### src/rtl/dom_tree_builder_pkg.sv
// Shared definitions for the DOM tree builder: tag codes, field widths,
// error codes and the small types used by the builder and its tag stack.

`ifndef DOM_TREE_DEFINES
`define DOM_TREE_DEFINES
`define ELE_TAG_BITES        4
`define ATTRIBUTE_TYPE_BITES 4
`define ATTRIBUTE_VAL_BITES  8
`define TAG_DIV              4'd1
`define TAG_P                4'd2
`define TAG_BODY             4'd3
`define TAG_A                4'd4
`define TAG_IMG              4'd5
`define ERR_NONE             3'd0
`define ERR_MISMATCH         3'd1
`define ERR_UNDERFLOW        3'd2
`define ERR_OVERFLOW         3'd3
`define ERR_ID_EXHAUSTED     3'd4
`endif

package dom_tree_builder_pkg;

    localparam int TAG_W   = `ELE_TAG_BITES;
    localparam int ATYPE_W = `ATTRIBUTE_TYPE_BITES;
    localparam int AVAL_W  = `ATTRIBUTE_VAL_BITES;

    typedef logic [TAG_W-1:0]   tag_t;
    typedef logic [ATYPE_W-1:0] attr_type_t;
    typedef logic [AVAL_W-1:0]  attr_val_t;

    localparam tag_t TAG_DIV  = `TAG_DIV;
    localparam tag_t TAG_P    = `TAG_P;
    localparam tag_t TAG_BODY = `TAG_BODY;
    localparam tag_t TAG_A    = `TAG_A;
    localparam tag_t TAG_IMG  = `TAG_IMG;

    typedef enum logic [2:0] {
        ERR_NONE         = `ERR_NONE,
        ERR_MISMATCH     = `ERR_MISMATCH,
        ERR_UNDERFLOW    = `ERR_UNDERFLOW,
        ERR_OVERFLOW     = `ERR_OVERFLOW,
        ERR_ID_EXHAUSTED = `ERR_ID_EXHAUSTED
    } err_code_t;

    typedef enum logic [2:0] {
        S_IDLE,
        S_OPEN,
        S_ATTR,
        S_CLOSE,
        S_ERR
    } state_t;

    // One buffered attribute, held until its element opens.
    typedef struct packed {
        attr_type_t atype;
        attr_val_t  aval;
    } attr_t;

endpackage

### src/rtl/dom_tree_builder_tag_stack.sv
// LIFO of {id, tag} for the currently open elements. Push and pop are
// ignored when full / empty; top_* read as zero when the stack is empty.

module tag_stack #(
    parameter  int DEPTH   = 8,
    parameter  int ID_BITS = 8,
    parameter  int TAG_W   = 4,
    localparam int PTR_W   = $clog2(DEPTH + 1)
) (
    input  logic               clk,
    input  logic               rst_n,
    input  logic               push,
    input  logic               pop,
    input  logic [ID_BITS-1:0] push_id,
    input  logic [TAG_W-1:0]   push_tag,
    output logic [ID_BITS-1:0] top_id,
    output logic [TAG_W-1:0]   top_tag,
    output logic [PTR_W-1:0]   count,
    output logic               full,
    output logic               empty
);

    localparam int               IDX_W   = $clog2(DEPTH);
    localparam logic [PTR_W-1:0] PTR_ONE = PTR_W'(1);
    localparam logic [PTR_W-1:0] PTR_MAX = PTR_W'(DEPTH);

    logic [ID_BITS-1:0] id_mem  [DEPTH];
    logic [TAG_W-1:0]   tag_mem [DEPTH];
    logic [PTR_W-1:0]   sp_q, sp_d;
    logic [IDX_W-1:0]   wr_idx, top_idx;

    assign full    = (sp_q == PTR_MAX);
    assign empty   = (sp_q == '0);
    assign count   = sp_q;
    assign wr_idx  = IDX_W'(sp_q);
    assign top_idx = IDX_W'(sp_q - PTR_ONE);
    assign top_id  = empty ? '0 : id_mem[top_idx];
    assign top_tag = empty ? '0 : tag_mem[top_idx];

    // Next stack pointer: push has priority, both guarded against full/empty.
    always_comb begin
        // NOTE: every always_comb output gets a default first so no path leaves it unassigned (no latch).
        sp_d = sp_q;
        if (push && !full) begin
            sp_d = sp_q + PTR_ONE;
        end else if (pop && !empty) begin
            sp_d = sp_q - PTR_ONE;
        end
    end

    // Stack pointer register.
    always_ff @(posedge clk or negedge rst_n) begin
        // NOTE: sequential state uses non-blocking assignments so all flops update together at the edge.
        if (!rst_n) begin
            sp_q <= '0;
        end else begin
            sp_q <= sp_d;
        end
    end

    // Entry storage written on push.
    always_ff @(posedge clk) begin
        // NOTE: storage arrays are not reset; the pointer alone defines which entries are valid.
        if (push && !full) begin
            id_mem[wr_idx]  <= push_id;
            tag_mem[wr_idx] <= push_tag;
        end
    end

endmodule

### src/rtl/dom_tree_builder.sv
// Turns the element/attribute event stream from the parser into open-node,
// attribute and close-node records, tracking nesting with a tag stack.

module dom_tree_builder
    import dom_tree_builder_pkg::*;
#(
    parameter  int STACK_DEPTH = 8,
    parameter  int MAX_ATTRS   = 4,
    parameter  int ID_BITS     = 8,
    localparam int DEPTH_W     = $clog2(STACK_DEPTH + 1)
) (
    input  logic               clock,
    input  logic               state_enable,
    input  logic               has_finished,
    input  logic [TAG_W-1:0]   element_tag,
    input  logic               is_closing_tag,
    input  logic               has_attribute,
    input  logic [ATYPE_W-1:0] attribute_type,
    input  logic [AVAL_W-1:0]  attribute_value,
    output logic               ready,
    output logic               node_valid,
    output logic               close_valid,
    output logic [ID_BITS-1:0] node_id,
    output logic [ID_BITS-1:0] parent_id,
    output logic [TAG_W-1:0]   node_tag,
    output logic [DEPTH_W-1:0] node_depth,
    output logic               attr_valid,
    output logic [ID_BITS-1:0] attr_node_id,
    output logic [ATYPE_W-1:0] attr_type_out,
    output logic [AVAL_W-1:0]  attr_value_out,
    output logic               doc_done,
    output logic               error,
    output logic [2:0]         error_code,
    output logic               attr_dropped
);

    localparam int                 CNT_W     = $clog2(MAX_ATTRS + 1);
    localparam int                 AIDX_W    = $clog2(MAX_ATTRS);
    localparam logic [CNT_W-1:0]   CNT_ONE   = CNT_W'(1);
    localparam logic [CNT_W-1:0]   CNT_MAX   = CNT_W'(MAX_ATTRS);
    localparam logic [DEPTH_W-1:0] DEPTH_ONE = DEPTH_W'(1);
    localparam logic [ID_BITS:0]   ID_ONE    = (ID_BITS + 1)'(1);

    state_t             state_q, state_d;
    logic               fin_q, hattr_q;
    logic               fin_evt, attr_evt;

    attr_t              attr_buf [MAX_ATTRS];
    logic               buf_we;
    logic [CNT_W-1:0]   wr_cnt_q, wr_cnt_d;
    logic [CNT_W-1:0]   rd_idx_q, rd_idx_d;

    // One extra bit so that running past the last id is directly visible.
    logic [ID_BITS:0]   next_id_q, next_id_d;
    tag_t               cur_tag_q, cur_tag_d;
    logic [ID_BITS-1:0] open_id_q, open_id_d;

    logic               ready_q, ready_d;
    logic               node_valid_q, node_valid_d;
    logic               close_valid_q, close_valid_d;
    logic [ID_BITS-1:0] node_id_q, node_id_d;
    logic [ID_BITS-1:0] parent_id_q, parent_id_d;
    tag_t               node_tag_q, node_tag_d;
    logic [DEPTH_W-1:0] node_depth_q, node_depth_d;
    logic               attr_valid_q, attr_valid_d;
    logic [ID_BITS-1:0] attr_node_id_q, attr_node_id_d;
    attr_type_t         attr_type_q, attr_type_d;
    attr_val_t          attr_value_q, attr_value_d;
    logic               doc_done_q, doc_done_d;
    logic               error_q, error_d;
    err_code_t          error_code_q, error_code_d;
    logic               attr_dropped_q, attr_dropped_d;

    logic               st_push, st_pop, st_full, st_empty;
    logic [ID_BITS-1:0] st_top_id;
    tag_t               st_top_tag;
    logic [DEPTH_W-1:0] st_count;

    tag_stack #(
        .DEPTH   (STACK_DEPTH),
        .ID_BITS (ID_BITS),
        .TAG_W   (TAG_W)
    ) u_tag_stack (
        .clk      (clock),
        .rst_n    (state_enable),
        .push     (st_push),
        .pop      (st_pop),
        .push_id  (next_id_q[ID_BITS-1:0]),
        .push_tag (cur_tag_q),
        .top_id   (st_top_id),
        .top_tag  (st_top_tag),
        .count    (st_count),
        .full     (st_full),
        .empty    (st_empty)
    );

    assign fin_evt  = has_finished  && !fin_q;
    assign attr_evt = has_attribute && !hattr_q;

    // Next-state and record generation for the IDLE/OPEN/ATTR/CLOSE/ERR flow.
    always_comb begin
        state_d        = state_q;
        wr_cnt_d       = wr_cnt_q;
        rd_idx_d       = rd_idx_q;
        next_id_d      = next_id_q;
        cur_tag_d      = cur_tag_q;
        open_id_d      = open_id_q;
        buf_we         = 1'b0;
        st_push        = 1'b0;
        st_pop         = 1'b0;
        node_valid_d   = 1'b0;
        close_valid_d  = 1'b0;
        attr_valid_d   = 1'b0;
        node_id_d      = node_id_q;
        parent_id_d    = parent_id_q;
        node_tag_d     = node_tag_q;
        node_depth_d   = node_depth_q;
        attr_node_id_d = attr_node_id_q;
        attr_type_d    = attr_type_q;
        attr_value_d   = attr_value_q;
        doc_done_d     = doc_done_q;
        error_d        = error_q;
        error_code_d   = error_code_q;
        attr_dropped_d = attr_dropped_q;

        unique case (state_q)
            S_IDLE: begin
                // Attribute is taken before the finish event so a coincident one joins this element.
                if (attr_evt) begin
                    if (wr_cnt_q < CNT_MAX) begin
                        buf_we   = 1'b1;
                        wr_cnt_d = wr_cnt_q + CNT_ONE;
                    end else begin
                        attr_dropped_d = 1'b1;
                    end
                end
                if (fin_evt) begin
                    cur_tag_d = element_tag;
                    state_d   = is_closing_tag ? S_CLOSE : S_OPEN;
                end
            end

            S_OPEN: begin
                if (next_id_q[ID_BITS]) begin
                    error_d      = 1'b1;
                    error_code_d = ERR_ID_EXHAUSTED;
                    state_d      = S_ERR;
                end else if (st_full) begin
                    error_d      = 1'b1;
                    error_code_d = ERR_OVERFLOW;
                    state_d      = S_ERR;
                end else begin
                    node_valid_d = 1'b1;
                    node_id_d    = next_id_q[ID_BITS-1:0];
                    parent_id_d  = st_top_id;
                    node_tag_d   = cur_tag_q;
                    node_depth_d = st_count + DEPTH_ONE;
                    // Void elements get a record but never become a parent.
                    st_push      = (cur_tag_q != TAG_IMG);
                    open_id_d    = next_id_q[ID_BITS-1:0];
                    next_id_d    = next_id_q + ID_ONE;
                    rd_idx_d     = '0;
                    state_d      = (wr_cnt_q != '0) ? S_ATTR : S_IDLE;
                end
            end

            S_ATTR: begin
                attr_valid_d   = 1'b1;
                attr_node_id_d = open_id_q;
                attr_type_d    = attr_buf[rd_idx_q[AIDX_W-1:0]].atype;
                attr_value_d   = attr_buf[rd_idx_q[AIDX_W-1:0]].aval;
                rd_idx_d       = rd_idx_q + CNT_ONE;
                if (rd_idx_q + CNT_ONE == wr_cnt_q) begin
                    wr_cnt_d = '0;
                    state_d  = S_IDLE;
                end
            end

            S_CLOSE: begin
                // Attributes on a closing tag carry no meaning and are thrown away.
                wr_cnt_d = '0;
                if (st_empty) begin
                    error_d      = 1'b1;
                    error_code_d = ERR_UNDERFLOW;
                    state_d      = S_ERR;
                end else if (st_top_tag != cur_tag_q) begin
                    error_d      = 1'b1;
                    error_code_d = ERR_MISMATCH;
                    state_d      = S_ERR;
                end else begin
                    st_pop        = 1'b1;
                    close_valid_d = 1'b1;
                    node_id_d     = st_top_id;
                    node_tag_d    = st_top_tag;
                    node_depth_d  = st_count;
                    if (st_top_tag == TAG_BODY && st_count == DEPTH_ONE) begin
                        doc_done_d = 1'b1;
                    end
                    state_d = S_IDLE;
                end
            end

            S_ERR: begin
                state_d = S_ERR;
            end

            default: begin
                state_d = S_ERR;
            end
        endcase

        ready_d = (state_d == S_IDLE);
    end

    // Control state, edge detectors and registered outputs.
    always_ff @(posedge clock or negedge state_enable) begin
        if (!state_enable) begin
            state_q        <= S_IDLE;
            fin_q          <= 1'b0;
            hattr_q        <= 1'b0;
            wr_cnt_q       <= '0;
            rd_idx_q       <= '0;
            next_id_q      <= ID_ONE;
            cur_tag_q      <= '0;
            open_id_q      <= '0;
            ready_q        <= 1'b1;
            node_valid_q   <= 1'b0;
            close_valid_q  <= 1'b0;
            node_id_q      <= '0;
            parent_id_q    <= '0;
            node_tag_q     <= '0;
            node_depth_q   <= '0;
            attr_valid_q   <= 1'b0;
            attr_node_id_q <= '0;
            attr_type_q    <= '0;
            attr_value_q   <= '0;
            doc_done_q     <= 1'b0;
            error_q        <= 1'b0;
            error_code_q   <= ERR_NONE;
            attr_dropped_q <= 1'b0;
        end else begin
            state_q        <= state_d;
            fin_q          <= has_finished;
            hattr_q        <= has_attribute;
            wr_cnt_q       <= wr_cnt_d;
            rd_idx_q       <= rd_idx_d;
            next_id_q      <= next_id_d;
            cur_tag_q      <= cur_tag_d;
            open_id_q      <= open_id_d;
            ready_q        <= ready_d;
            node_valid_q   <= node_valid_d;
            close_valid_q  <= close_valid_d;
            node_id_q      <= node_id_d;
            parent_id_q    <= parent_id_d;
            node_tag_q     <= node_tag_d;
            node_depth_q   <= node_depth_d;
            attr_valid_q   <= attr_valid_d;
            attr_node_id_q <= attr_node_id_d;
            attr_type_q    <= attr_type_d;
            attr_value_q   <= attr_value_d;
            doc_done_q     <= doc_done_d;
            error_q        <= error_d;
            error_code_q   <= error_code_d;
            attr_dropped_q <= attr_dropped_d;
        end
    end

    // Pending attribute storage, written in arrival order while idle.
    always_ff @(posedge clock) begin
        if (buf_we) begin
            attr_buf[wr_cnt_q[AIDX_W-1:0]] <= {attribute_type, attribute_value};
        end
    end

    assign ready          = ready_q;
    assign node_valid     = node_valid_q;
    assign close_valid    = close_valid_q;
    assign node_id        = node_id_q;
    assign parent_id      = parent_id_q;
    assign node_tag       = node_tag_q;
    assign node_depth     = node_depth_q;
    assign attr_valid     = attr_valid_q;
    assign attr_node_id   = attr_node_id_q;
    assign attr_type_out  = attr_type_q;
    assign attr_value_out = attr_value_q;
    assign doc_done       = doc_done_q;
    assign error          = error_q;
    assign error_code     = error_code_q;
    assign attr_dropped   = attr_dropped_q;

endmodule

### config.mk
export PLATFORM = sky130hd
export DESIGN_NAME = dom_tree_builder
export DESIGN_NICKNAME = d
export VERILOG_FILES = /design/src/rtl/dom_tree_builder_pkg.sv /design/src/rtl/dom_tree_builder_tag_stack.sv /design/src/rtl/dom_tree_builder.sv
export SDC_FILE = /design/constraint.sdc
export NUM_CORES = 1
export LEC_CHECK = 0
export ABC_AREA = 0
export CAP_MARGIN = 5
export CORE_MARGIN = 2
export CORE_UTILIZATION = 65
export CTS_BUF_LIST = sky130_fd_sc_hd__clkbuf_4
export CTS_CLUSTER_DIAMETER = 30
export CTS_CLUSTER_SIZE = 40
export DETAILED_ROUTE_END_ITERATION = 6
export DONT_BUFFER_PORTS = 1
export PLACE_DENSITY_LB_ADDON = 0.3
export SLEW_MARGIN = 20
export SYNTH_ARGS = -nofsm -noshare
export SYNTH_HDL_FRONTEND = slang
export SYNTH_SLANG_ARGS = --single-unit
### constraint.sdc
create_clock -name clock -period 8 [get_ports clock]
set_input_delay 0.8 -clock clock [delete_from_list [all_inputs] [get_ports clock]]
set_output_delay 0.8 -clock clock [all_outputs]
set_load 0.05 [all_outputs]
Word-level counts from Yosys, hierarchy flattened
Memories as Yosys holds them, arrays and structs flattened. A register that Yosys moved wholly into a read port is not among the register bits. Index checks and enable logic that the tools add are counted.

Flip-flop bits (word level): 78. Memory bits (writable): 144. Input port bits: 21. Output and inout bits: 54. Logic and storage cells: 145. Memories: 3.

$add $sub $neg: 5. Order comparisons: 1. Equality and inequality tests: 18. Multiplexer cells: 64. Bitwise operators: 5. Reductions and logical operators: 26.

Memory list: u_tag_stack.id_mem (words 8, bits a word 8, rd ports 1, clocked after memory_dff 0, wr ports 1, RTL line dom_tree_builder_tag_stack.sv:27) `logic [ID_BITS-1:0] id_mem [DEPTH];`; attr_buf (words 4, bits a word 12, rd ports 1, clocked after memory_dff 1, wr ports 1, RTL line dom_tree_builder.sv:48) `attr_t attr_buf [MAX_ATTRS];`; u_tag_stack.tag_mem (words 8, bits a word 4, rd ports 1, clocked after memory_dff 0, wr ports 1, RTL line dom_tree_builder_tag_stack.sv:28) `logic [TAG_W-1:0] tag_mem [DEPTH];`.

Operators with widths (count): two-way mux 3 bit (15); two-way mux 4 bit (11); two-way mux 8 bit (5); two-way mux 1 bit (21); two-way mux 9 bit (2); one-hot mux 4 bit (2 select lines) (2); one-hot mux 8 bit (2 select lines) (1); inequality test 2 bit (second input constant) (7); one-hot mux 3 bit (2 select lines) (2); one-hot mux 3 bit (4 select lines) (1); AND reduction 3 bit (4); adder 9 x 1 -> 9 bit (second input constant) (1); one-hot mux 3 bit (3 select lines) (1); AND reduction 4 bit (2); adder 3 x 1 -> 3 bit (second input constant) (2); equality test 3 x 2 -> 1 bit (second input constant) (2); zero test 3 bit (2); inequality test 3 x 2 -> 1 bit (second input constant) (2); nonzero test 2 bit (3); nonzero test 3 bit (2); logical AND 1 bit (5); zero test 1 bit (5); inverter 1 bit (5); AND reduction 5 bit (1); 14 further kinds (15).

Longest topological paths before layout
Gate-level depths: netlist (run 1). An unclocked memory read counts as a cell.

Depth in word-level cells: 10. Gate-level depth with buffers: 16. Gate-level depth less buffers: 9.

By module
Synthesis (run 1) repeated with hierarchy kept, for this count alone.

Cells, all modules: 642. Area, all modules: 9614.2 sq um.

Modules (own cells, without submodules): dom_tree_builder (instances 1, cells each 420, area each 5560.3 sq um, seq. area each 3595.9 sq um); tag_stack (instances 1, cells each 222, area each 4053.9 sq um, seq. area each 2982.9 sq um).

Worst setup path after synthesis (run 1)
OpenSTA, ideal clock, no wires.

Path type: register to register. From: reg u_tag_stack.sp_q[0], in the netlist u_tag_stack.count[0]. To: mem u_tag_stack.id_mem[0][0], enable pin. Setup time: 0.396 ns. Arrival time: 3.412 ns. Data required time: 7.604 ns. Slack: 4.192 ns. Cell stages (with the launch flop): 13. Path buffers: 5. Clock period less this slack: 3.808 ns. Cells stage by stage: dfrtp_1 > buf_6 > buf_6 > buf_2 > clkbuf_1 > inv_1 > ha_1 > clkbuf_2 > nand3b_1 > nand3b_1 > nor2_1 > nand2_1 > nor3_1.

Cells in the longest elaborated chain, start to end: 7. Elaborated cells between the ends (all ways): 8. Those cells by class: eq/ne (1); mux (5); reduce/logical (2).

Ends and longest elaborated chain: start, declared (RTL line dom_tree_builder_tag_stack.sv:29) `logic [PTR_W-1:0] sp_q, sp_d;`; start signal, assigned (RTL line dom_tree_builder_tag_stack.sv:57) `sp_q <= sp_d;`; equality test 4 bit (RTL line dom_tree_builder_tag_stack.sv:32) `assign full = (sp_q == PTR_MAX);`; two-way mux 1 bit (RTL line dom_tree_builder.sv:148) `end else if (st_full) begin`; two-way mux 1 bit (RTL line dom_tree_builder.sv:144) `if (next_id_q[ID_BITS]) begin`; two-way mux 1 bit (RTL line dom_tree_builder.sv:126) `unique case (state_q)`; logical AND 1 bit (RTL line dom_tree_builder_tag_stack.sv:64) `if (push && !full) begin`; two-way mux 1 bit (RTL line dom_tree_builder_tag_stack.sv:64); two-way mux 1 bit (implied by the code) (RTL line dom_tree_builder_tag_stack.sv:65) `id_mem[wr_idx] <= push_id;`; end, declared (RTL line dom_tree_builder_tag_stack.sv:27).

Several ways; a longest one is shown, not always the timed one.

Final worst setup path (run 1)
From: reg u_tag_stack.sp_q[0], in the netlist u_tag_stack.count[0]. To: reg node_tag_q[2], in the netlist node_tag[2].

Cells in the longest elaborated chain, start to end: 6. Elaborated cells between the ends (all ways): 13. Those cells by class: add/sub (1); eq/ne (5); mux (4); reduce/logical (2); memory (1).

Ends and longest elaborated chain: subtractor 4 x 1 -> 4 bit (RTL line dom_tree_builder_tag_stack.sv:36) `assign top_idx = IDX_W'(sp_q - PTR_ONE);`; memory (8 x 4 bit); two-way mux 4 bit (RTL line dom_tree_builder_tag_stack.sv:38) `assign top_tag = empty ? '0 : tag_mem[top_idx];`; inequality test 4 bit / two-way mux 4 bit (equally long branches) (RTL line dom_tree_builder.sv:186) `end else if (st_top_tag != cur_tag_q) begin`; inequality test 2 bit (no source line) / two-way mux 4 bit (equally long branches); AND reduction 5 bit (no source line) / one-hot mux 4 bit (2 select lines) (equally long branches); end signal, assigned (RTL line dom_tree_builder.sv:255) `node_tag_q <= node_tag_d;`; end, declared (RTL line dom_tree_builder.sv:63) `tag_t node_tag_q, node_tag_d;`.

Several ways; a longest one is shown, not always the timed one. The select of a mux whose other input is x is not followed. A chain may end at the register's enable or synchronous reset.

==> results of run 1 <==
worst register-to-register path, cell delays in order (launching register included):
cell and delay [ns]:
dfrtp_2 1.04, inv_1 0.19, ha_2 0.80, mux4_2 0.41, nand3_1 0.09, nand2_1 0.11, xor2_1 0.18, nor4_4 0.27
buf_4 0.32, o21ba_4 0.32, o22a_1 0.18
kinds of logic (layout without fill, tap and decap cells):
family                   after synthesis  count (layout)  share of synthesized area, %
flip-flops                           234             234                          69.7
adder cells (fa/ha/maj)                9               9                          1.19
multiplexers                          43              43                          9.40
AO/OA/AOI/OAI                         60              60                          4.51
AND/OR/NAND/NOR                      238             238                          10.8
buffers and inverters                 46              92                          2.29
XOR/XNOR                              22              22                          2.04
Yosys cell counts, drive strengths merged (6+ instances only):
| cell type | n | area (um^2) |
|---|---|---|
| xor2 | 10 | 87.6 |
| dfrtp | 88 | 2200 |
| o22a | 13 | 114 |
| nor2 | 37 | 139 |
| inv | 10 | 37.5 |
| edfxtp | 144 | 4320 |
| nand2 | 154 | 578 |
| clkbuf | 20 | 76.3 |
| ha | 9 | 113 |
| a21oi | 7 | 35.0 |
| xnor2 | 12 | 105 |
| and2 | 6 | 37.5 |
| o21ai | 15 | 75.1 |
| a31oi | 11 | 68.8 |
| mux4 | 36 | 811 |
| buf | 16 | 103 |
| nand3 | 13 | 65.1 |
stage by stage:
| stage | cell area, um^2 | setup slack [ns] | power, mW | instances | hold WS [ns] |
|---|---|---|---|---|---|
| 2_1_floorplan | 9440 | 4.19 | 2.94 | 652 | 0.439 |
| 3_3_place_gp | 9560 | 3.84 | 3.15 | 810 | 0.453 |
| 3_5_place_dp | 9570 | 3.73 | 3.22 | 810 | 0.464 |
| 4_1_cts | 10200 | 3.70 | 4.11 | 881 | 0.0590 |
| 5_1_grt | 10200 | 3.74 | 4.31 | 882 | 0.0580 |
| 6_report | 10200 | 4.02 | 4.09 | 882 | 0.0702 |
path summary, 6_finish.rpt:
path | from | to | slack (ns) | cells after the start
hold / removal | state_enable | node_id[5] | 0.07 | 1
min in group clock | has_finished | fin_q | 0.20 | 0
setup reg to reg | u_tag_stack.count[0] | node_tag[2] | 4.02 | 10
hold reg to reg | open_id_q[1] | attr_node_id[1] | 0.48 | 2
max in group asynchronous | state_enable | next_id_q[0] | 7.52 | 1
setup / recovery | u_tag_stack.count[0] | node_tag[2] | 4.02 | 10
state kept, by name, summed over array words and instances, names as in the netlist, 4 cells and up:
signal,cells
u_tag_stack.count,4
attr_value_out,8
node_id,8
attr_buf,48
parent_id,8
attr_node_id,8
node_tag,4
u_tag_stack.id_mem,64
attr_type_out,4
u_tag_stack.tag_mem,32
node_depth,4
cur_tag_q,4
open_id_q,8
next_id_q,9
routing by layer:
layer  vias to the layer above  track usage, %
li1                       2408               -
met1                      2730            32.9
met5                         -               0
met4                         0            8.59
met2                       241            40.1
met3                        40            8.55
cell type report:
cell class                      instances  area [um^2]  share of cell area [%]
Tap cell                              184          230                    2.25
Sequential cell                       234         6580                    64.4
Multi-Input combinational cell        372         2660                    26.0
Clock inverter                         26          268                    2.62
Timing Repair Buffer                   12          110                    1.08
Inverter                               10         37.5                   0.367
Clock buffer                           44          330                    3.23
what timing repair did:
item | 4_1_cts | 5_1_grt
setup endpoints to repair | 0 | 0
hold buffers | 1 | 0
hold endpoints to repair | 90 | 0
where the power goes:
part	leakage, nW	switching [mW]	total (mW)	internal (mW)
Clock	0.328	0.460	0.881	0.421
Sequential	2.42	0.661	2.18	1.52
Combinational	1.22	0.586	1.03	0.448
Total	3.96	1.71	4.09	2.38
==> out/metrics.yaml, run 1 <==
run_status:
  status: "complete, no violations"
final_layout:
  antennaDiodeCount: 0
  nets: 698
  most-common-layout-cells: "154 x nand2_1, 144 x edfxtp_1, 87 x dfrtp_1, 44 x clkbuf_4, 37 x nor2_1"
  layout_commonest_cell: "nand2_1"
  fillers: 914
  areaGrowthSynthToFinish_pct: 8.25
  final_core_util_pct: 71.1
  drive_gt1_share_pct: 18.2
route:
  drc: 0
  drt-pass1-iter-count: 5
  met3RoutedLength_um: 1830
  drtIter0Drc: 552
  drt.antenna.violating_nets: 0
  route.layer.met1.wl_um: 7450
  vias: 5419
  wirelength_um: 18800
  top_layer_used: "met4"
  wl_per_cell_um: 21.4
  wl_met2_um: 9120
  via_per_inst: 6.14
sta:
  period_needed_ns: 3.98
  clock_skew_ns: 0.0427
  tightestPinTransition_ns: 1.01
  setup_tns_ns: 0
  finalSetupViolations: 0
  slew_violations: 0
  rsz0062_at_grt: "false"
  finalCritPeriodShare_pct: 49.7
  relSlewSlack_pct: 32.7
  final_hold_viol_count: 0
  fmax_mhz: 252
floorplan:
  die_x_um: 124
  start_util_pct: 65.7
  die-area_mm2: 0.0155
  rows: 44
  fp.dieH_um: 124
  coreArea_mm2: 0.0144
  ios: 75
setup_path:
  crit_fanout: 36
  slowest_delay_ns: 1.04
  crit_family: "flip-flops"
  path_buf_inv: 2
  crit_type: "register to register"
  cp_data_required_time_ns: 8.55
  cp-end-kind: "register"
  cp-start-kind: "register"
  path_cells: "inv_1 -> ha_2 -> mux4_2 -> nand3_1 -> nand2_1 -> xor2_1 -> nor4_4 -> buf_4 -> o21ba_4 -> o22a_1"
  arrival_ns: 4.53
  cp_slowest_cell: "dfrtp_2"
place:
  hpwlAfterDp_um: 11800
  io_buffers: 0
  gp_congestion: 0.798
global_route:
  grtUsageTotal_pct: 25.1
  grt_overflow: 0
  grt_antenna_before_repair: 0
  grt_pass1_vias: 5601
  grt_max_degree: 91
  grt_pass1_wl_um: 29900
synth:
  async_flop_share_pct: 38.5
  syn_inst: 652
  synth_area_per_cell_um2: 14.5
  seq_area_frac_synth_pct: 69.7
  syn-num-nets: 682
  synth_edf_count: 144
  ys_seq_elements: 234
  syn_area_mm2: 0.00944
  yosysWarningCount: 0
  synth_cell_type_count: 47
  synth_flop_cell: "edfxtp_1"
cts:
  cts.reportedPaths.clkPinSlew_ns: 0.12
  clock_path_buffers: 3
  worstSkewPairLatency_ns: 0.65
  post_cts_resized: 0
  cts_buffers: 38
  cts.sinks: 234
  cts_tree: "done"
  clk_root_buffer_cell: "clkbuf_4"
  post_cts_buffers: 0
  cts-htree-levels: 2
min_path:
  hp-class: "primary input to asynchronous set/reset pin"
job:
  max_cap_viol_count: 0
pwr:
  ir_worst_vdd_mv: 0.290
  p_per_area_mw_per_mm2: 401
  leakagePower_nw: 3.96
Note: power is estimated with default switching activity, not from simulation.
==> inputs of run 2 (changes only) <==
Settings changed: CORE_UTILIZATION 65 to 59.
Clock period 8 ns to 3.4 ns, I/O delays scaled along.
==> run 2 against run 1 <==
Compared with the run above: first-iteration DRC count decreased by 7.8%; clock power grew to 2.6 times the previous value; via count grew 0.30%; highest routed layer unchanged.
==> out/metrics.yaml, run 2 (synthesis gave the netlist of run 1 again) <==
run_status:
  status: "complete, no violations"
floorplan:
  die_x_um: 130
  die-area_mm2: 0.0170
  ios: 75
  start_util_pct: 59.8
  fp.dieH_um: 130
  coreArea_mm2: 0.0158
  rows: 46
place:
  io_buffers: 0
  hpwlAfterDp_um: 12000
  gp_congestion: 0.803
job:
  max_cap_viol_count: 0
cts:
  clock_path_buffers: 3
  cts-htree-levels: 2
  post_cts_buffers: 0
  cts_buffers: 38
  cts.reportedPaths.clkPinSlew_ns: 0.12
  ctsHoldBuffers: 21
  cts_tree: "done"
  worstSkewPairLatency_ns: 0.65
  cts.sinks: 234
  post_cts_resized: 0
  clk_root_buffer_cell: "clkbuf_4"
route:
  wirelength_um: 19200
  drt-pass1-iter-count: 5
  drt.antenna.violating_nets: 0
  drc: 0
  vias: 5435
  drtIter0Drc: 509
  wl_per_cell_um: 20.3
  via_per_inst: 5.76
pwr:
  ir_worst_vdd_mv: 0.472
  leakagePower_nw: 4.12
  p_sw_share_pct: 40.8
  switchingPower_mw: 4.06
  finalPower_mw: 9.95
  pwr-share-clk_pct: 22.9
  p_per_area_mw_per_mm2: 939
  p_seq_share_pct: 50.1
  cell_internal_pwr_mw: 5.89
  comb_power_share_pct: 26.9
sta:
  tightestPinTransition_ns: 0.907
  relSlewSlack_pct: 39.5
  period_needed_ns: 3.06
  finalCritPeriodShare_pct: 90.0
  rsz0062_at_grt: "false"
  finalSetupViolations: 0
  final_hold_viol_count: 0
  fmax_mhz: 327
  slew_violations: 0
  setup_tns_ns: 0
  clock_skew_ns: 0.0543
global_route:
  grt_max_degree: 91
  met2_usage_pct: 37.9
  grt_util_met1_pct: 31.2
  grt_use_met3_pct: 6.68
  grt_antenna_before_repair: 0
  grt_pass1_wl_um: 29600
  grt_pass1_vias: 5540
  grt-busiest-layer: "met2"
  grtUsageTotal_pct: 23.4
  grt_overflow: 0
final_layout:
  nets: 728
  antennaDiodeCount: 0
  areaGrowthSynthToFinish_pct: 12.3
  top_register: "u_tag_stack.id_mem"
  most-common-layout-cells: "154 x nand2_1, 144 x edfxtp_1, 87 x dfrtp_1, 43 x clkbuf_4"
  largest_reg_flops: 64
  layout_commonest_cell: "nand2_1"
  drive_gt1_share_pct: 19.4
setup_path:
  cp-end-kind: "register"
  crit_type: "register to register"
  cp_slowest_cell: "ha_1"
  slowest_delay_ns: 0.53
  arrival_ns: 3.52
  path_cells: "inv_1 -> ha_1 -> mux4_2 -> nand3_1 -> nand2_1 -> xor2_1 -> nor4_4 -> buf_4 -> o21ba_4 -> o21ai_0"
  cp-start-kind: "register"
  path_buf_inv: 2
  crit_fanout: 26
  crit_family: "adder cells"
  rrSetupSlack_ns: 0.34
  cp_data_required_time_ns: 3.86
min_path:
  hp-class: "primary input to register"
run 2: changes by cell type in the layout (fill, tap and decap cells not counted), moves of 2 or more:
| cell | delta |
|---|---|
| dlygate4sd3_1 | +20 |
| clkinv_2 | +4 |
| bufinv_16 | +3 |
| inv_6 | -4 |
| clkinvlp_4 | +2 |
| buf_4 | +10 |
| clkinv_1 | -4 |
| nor3_1 | -2 |
| nor3_2 | +2 |
run 2: worst paths after layout:
check / depth (start not counted) / startpoint / end
min: 1 / has_finished / state_q[0]
max reg2reg: 10 / u_tag_stack.count[1] / node_depth[2]
min reg2reg: 2 / open_id_q[6] / attr_node_id[6]
max: 10 / u_tag_stack.count[1] / node_depth[2]
max in group asynchronous: 2 / state_enable / ready
min in group asynchronous: 2 / state_enable / u_tag_stack.count[2]
run 2: worst register-to-register path: stages (launching register included):
cell     delay, ns
dfrtp_1       0.44
inv_1         0.12
ha_1          0.53
mux4_2        0.36
nand3_1       0.09
nand2_1       0.11
xor2_1        0.19
nor4_4        0.29
buf_4         0.32
o21ba_4       0.31
o21ai_0       0.14
run 2: power groups by stage:
stage	clock network, mW	registers, mW	logic [mW]
2_1_floorplan	0	4.80	2.13
3_3_place_gp	0	5.01	2.53
3_5_place_dp	0	5.05	2.63
4_1_cts	2.32	4.99	2.68
5_1_grt	2.44	5.06	2.95
6_report	2.28	4.99	2.68
run 2: final cells by class:
cell class              instances  area, um^2
flip-flops and latches        234        6580
fillers                      1120        5180
multi-input cells             372        2650
repair buffers                 42         385
clock inverters                27         343
clock buffers                  43         323
well taps                     216         270
inverters                      10        37.5
run 2: metrics by stage:
stage / cells / hold slack (ns) / setup WS (ns) / area, um^2 / util [%]
after CTS: 944 / 0.0684 / 0.386 / 10600 / 67.2
after global routing: 944 / 0.0729 / 0.130 / 10600 / 67.2
after floorplan: 652 / 0.0444 / 0.0732 / 9460 / -
after global placement: 853 / 0.0465 / 0.560 / 9700 / 61.5
final: 944 / 0.0712 / 0.339 / 10600 / 67.2
after detailed placement: 853 / 0.0469 / 0.441 / 9700 / 61.5
run 2: routing by layer:
metal	vias up	part of all wire, %
li1	2479	-
met1	2740	41
met2	182	49
met3	34	7.9
met4	0	1.9
met5	-	0
==> inputs of run 3 (changes only) <==
Settings changed: ABC_AREA 0 to 1.
==> run 3 against run 2 <==
Compared with the run above: maximum frequency grew 7.9%; combinational power up 9.0%; register-to-register slack improved by 0.22 ns; synthesized cell count rose by 35%; clock skew down 0.015 ns; via count increased by 22%; die area grew 2.4%; worst hold slack gained 0.22 ns; total power shrank 4.9%; count of clock-buffer cells in the layout unchanged; critical path type unchanged.
==> out/metrics.yaml, run 3 <==
synth:
  yosys.area.top_type_share_pct: 44.7
  synth_area_per_cell_um2: 11.0
  syn_area_mm2: 0.00967
  seq_area_frac_synth_pct: 68.0
  synth_area_leaders: "edfxtp_1 45%, dfrtp_1 23%, nand2_1 8.5%"
  yosysTopAreaCell: "edfxtp_1"
  synth_edf_count: 144
  synth_cell_type_count: 36
  syn_inst: 878
  synth_common_cells: "218 x nand2_1, 144 x edfxtp_1, 103 x o21ai_0"
  ys_seq_elements: 234
  yosysMostFrequentCell: "nand2_1"
  yosysWarningCount: 0
  synth_flop_cell: "edfxtp_1"
  syn-num-nets: 908
  async_flop_share_pct: 38.5
pwr:
  leakagePower_nw: 4.42
  comb_power_share_pct: 30.9
  p_seq_share_pct: 50.0
  cell_internal_pwr_mw: 5.21
  finalPower_mw: 9.46
  pwr-share-clk_pct: 19.1
  ir_worst_vdd_mv: 0.501
  p_per_area_mw_per_mm2: 891
  p_sw_share_pct: 44.9
  switchingPower_mw: 4.25
setup_path:
  crit_fanout: 9
  cp-end-kind: "register"
  r2r-start: "u_tag_stack.count[1]"
  arrival_ns: 3.16
  r2r-end: "u_tag_stack.id_mem[7][0]"
  crit_end: "u_tag_stack.id_mem[7][0]"
  reg2reg_depth: 10
  cp_data_required_time_ns: 3.73
  crit_type: "register to register"
  rrSetupSlack_ns: 0.56
  cp-start-kind: "register"
  crit_path_start: "u_tag_stack.count[1]"
floorplan:
  coreArea_mm2: 0.0159
  fp.dieH_um: 132
  die_x_um: 132
  ios: 75
  rows: 46
  start_util_pct: 60.7
  die-area_mm2: 0.0174
sta:
  finalSetupViolations: 0
  tightestPinTransition_ns: 0.772
  clock_skew_ns: 0.0394
  period_needed_ns: 2.84
  rsz0062_at_grt: "false"
  setup_slack_ns: 0.564
  hold_ws_ns: 0.292
  fmax_mhz: 353
  finalCritPeriodShare_pct: 83.4
  setup_tns_ns: 0
  relSlewSlack_pct: 48.5
  slew_violations: 0
  final_hold_viol_count: 0
cts:
  worstSkewPairLatency_ns: 0.64
  clock_path_buffers: 3
  post_cts_buffers: 0
  cts.sinks: 234
  cts_tree: "done"
  cts-htree-levels: 2
  cts_buffers: 38
  cts.reportedPaths.clkPinSlew_ns: 0.11
  clk_root_buffer_cell: "clkbuf_4"
final_layout:
  areaGrowthSynthToFinish_pct: 9.77
  nets: 948
  layout_commonest_cell: "nand2_1"
  largest_reg_flops: 64
  final_core_util_pct: 66.6
  drive_gt1_share_pct: 11.4
  top_register: "u_tag_stack.id_mem"
  most-common-layout-cells: "218 x nand2_1, 144 x edfxtp_1, 103 x o21ai_0, 88 x dfrtp_1, 77 x nor2_1"
min_path:
  hp-class: "primary input to asynchronous set/reset pin"
place:
  io_buffers: 0
  gp_congestion: 0.870
  post-place-ws_ns: 0.604
  hpwlAfterDp_um: 13100
route:
  drt-pass1-iter-count: 5
  wirelength_um: 21500
  drc: 0
  wl_per_cell_um: 18.5
  via_per_inst: 5.69
  vias: 6614
  drt.antenna.violating_nets: 0
  drtIter0Drc: 631
global_route:
  grt_pass1_wl_um: 34500
  grt_antenna_before_repair: 1
  grt_max_degree: 91
  grt_pass1_vias: 6695
  grtUsageTotal_pct: 25.1
  grt_overflow: 0
job:
  max_cap_viol_count: 0
run_status:
  status: "complete, no violations"
[run 3: cell count changes in the layout (fill, tap and decap cells not counted), moves of 14 or more]
| cell | before | now |
|---|---|---|
| o22ai_1 | 0 | 14 |
| nor2_1 | 36 | 77 |
| nand2_1 | 154 | 218 |
| o21ai_0 | 14 | 103 |
| nand3_1 | 13 | 57 |
| inv_1 | 10 | 50 |
| o221ai_1 | 1 | 16 |
| mux4_2 | 36 | 0 |
[run 3: power groups by stage]
| stage | clock network (mW) | registers (mW) | logic (mW) |
|---|---|---|---|
| floorplan | 0 | 4.60 | 2.26 |
| CTS | 1.85 | 4.73 | 2.90 |
| global route | 2.00 | 4.79 | 3.27 |
| detailed placement | 0 | 4.79 | 2.84 |
| global placement | 0 | 4.77 | 2.72 |
| finish | 1.81 | 4.73 | 2.92 |
[run 3: metrics by stage]
step,std cells,instance area [um^2]
floorplan,878,9670
global placement,1073,9880
detailed placement,1073,9880
CTS,1162,10600
global route,1163,10600
finish,1163,10600
[run 3: logic make-up after synthesis]
group           Yosys count  synth area share [%]
simple gates            379                  16.6
flops                   234                  68.0
compound gates          138                  8.01
buf+inv                 101                  4.54
xor+xnor                 17                  1.69
fa+ha+maj                 9                  1.16
[run 3: layout make-up]
cell class / instances / area [um^2]
sequential: 234 / 6580
fill: 1199 / 5330
multi-input combinational: 543 / 2650
timing repair buffer: 42 / 385
clock buffer: 43 / 323
tap: 216 / 270
inverter: 59 / 221
clock inverter: 25 / 181
antenna: 1 / 2.50
[run 3: worst min path at each step]
stage	start	endpoint	slack, ns	cells after the start
finish	state_enable	node_valid	0.29	2
global route	has_finished	fin_q	0.26	1
CTS	state_enable	node_valid	0.25	2
detailed placement	state_enable	attr_value_out[0]	0.05	0
global placement	state_enable	attr_node_id[5]	0.05	0
floorplan	state_enable	attr_dropped	0.04	0
[run 3: worst max-delay path: stages (launching register included)]
cell,delay [ns]
dfrtp_1,0.47
inv_1,0.16
ha_1,0.31
nand3_1,0.16
nand2_1,0.12
nor2_4,0.11
inv_2,0.04
nor2_2,0.23
inv_2,0.13
nor2_1,0.51
buf_4,0.30
[run 3: timing repair]
item | CTS | global route
hold buffers | 21 | 0
resized for setup | 0 | 0
hold endpoints to repair | 147 | 0
endpoints found under the setup margin | 0 | 0
[run 3: per-layer routing]
layer | global-route usage, % | up-vias | part of all wire, %
met4 | 8.64 | 0 | 1.8
met2 | 40.4 | 283 | 48
met1 | 34.3 | 3210 | 42
met3 | 5.38 | 33 | 7.7
met5 | 0 | - | 0
li1 | - | 3088 | -
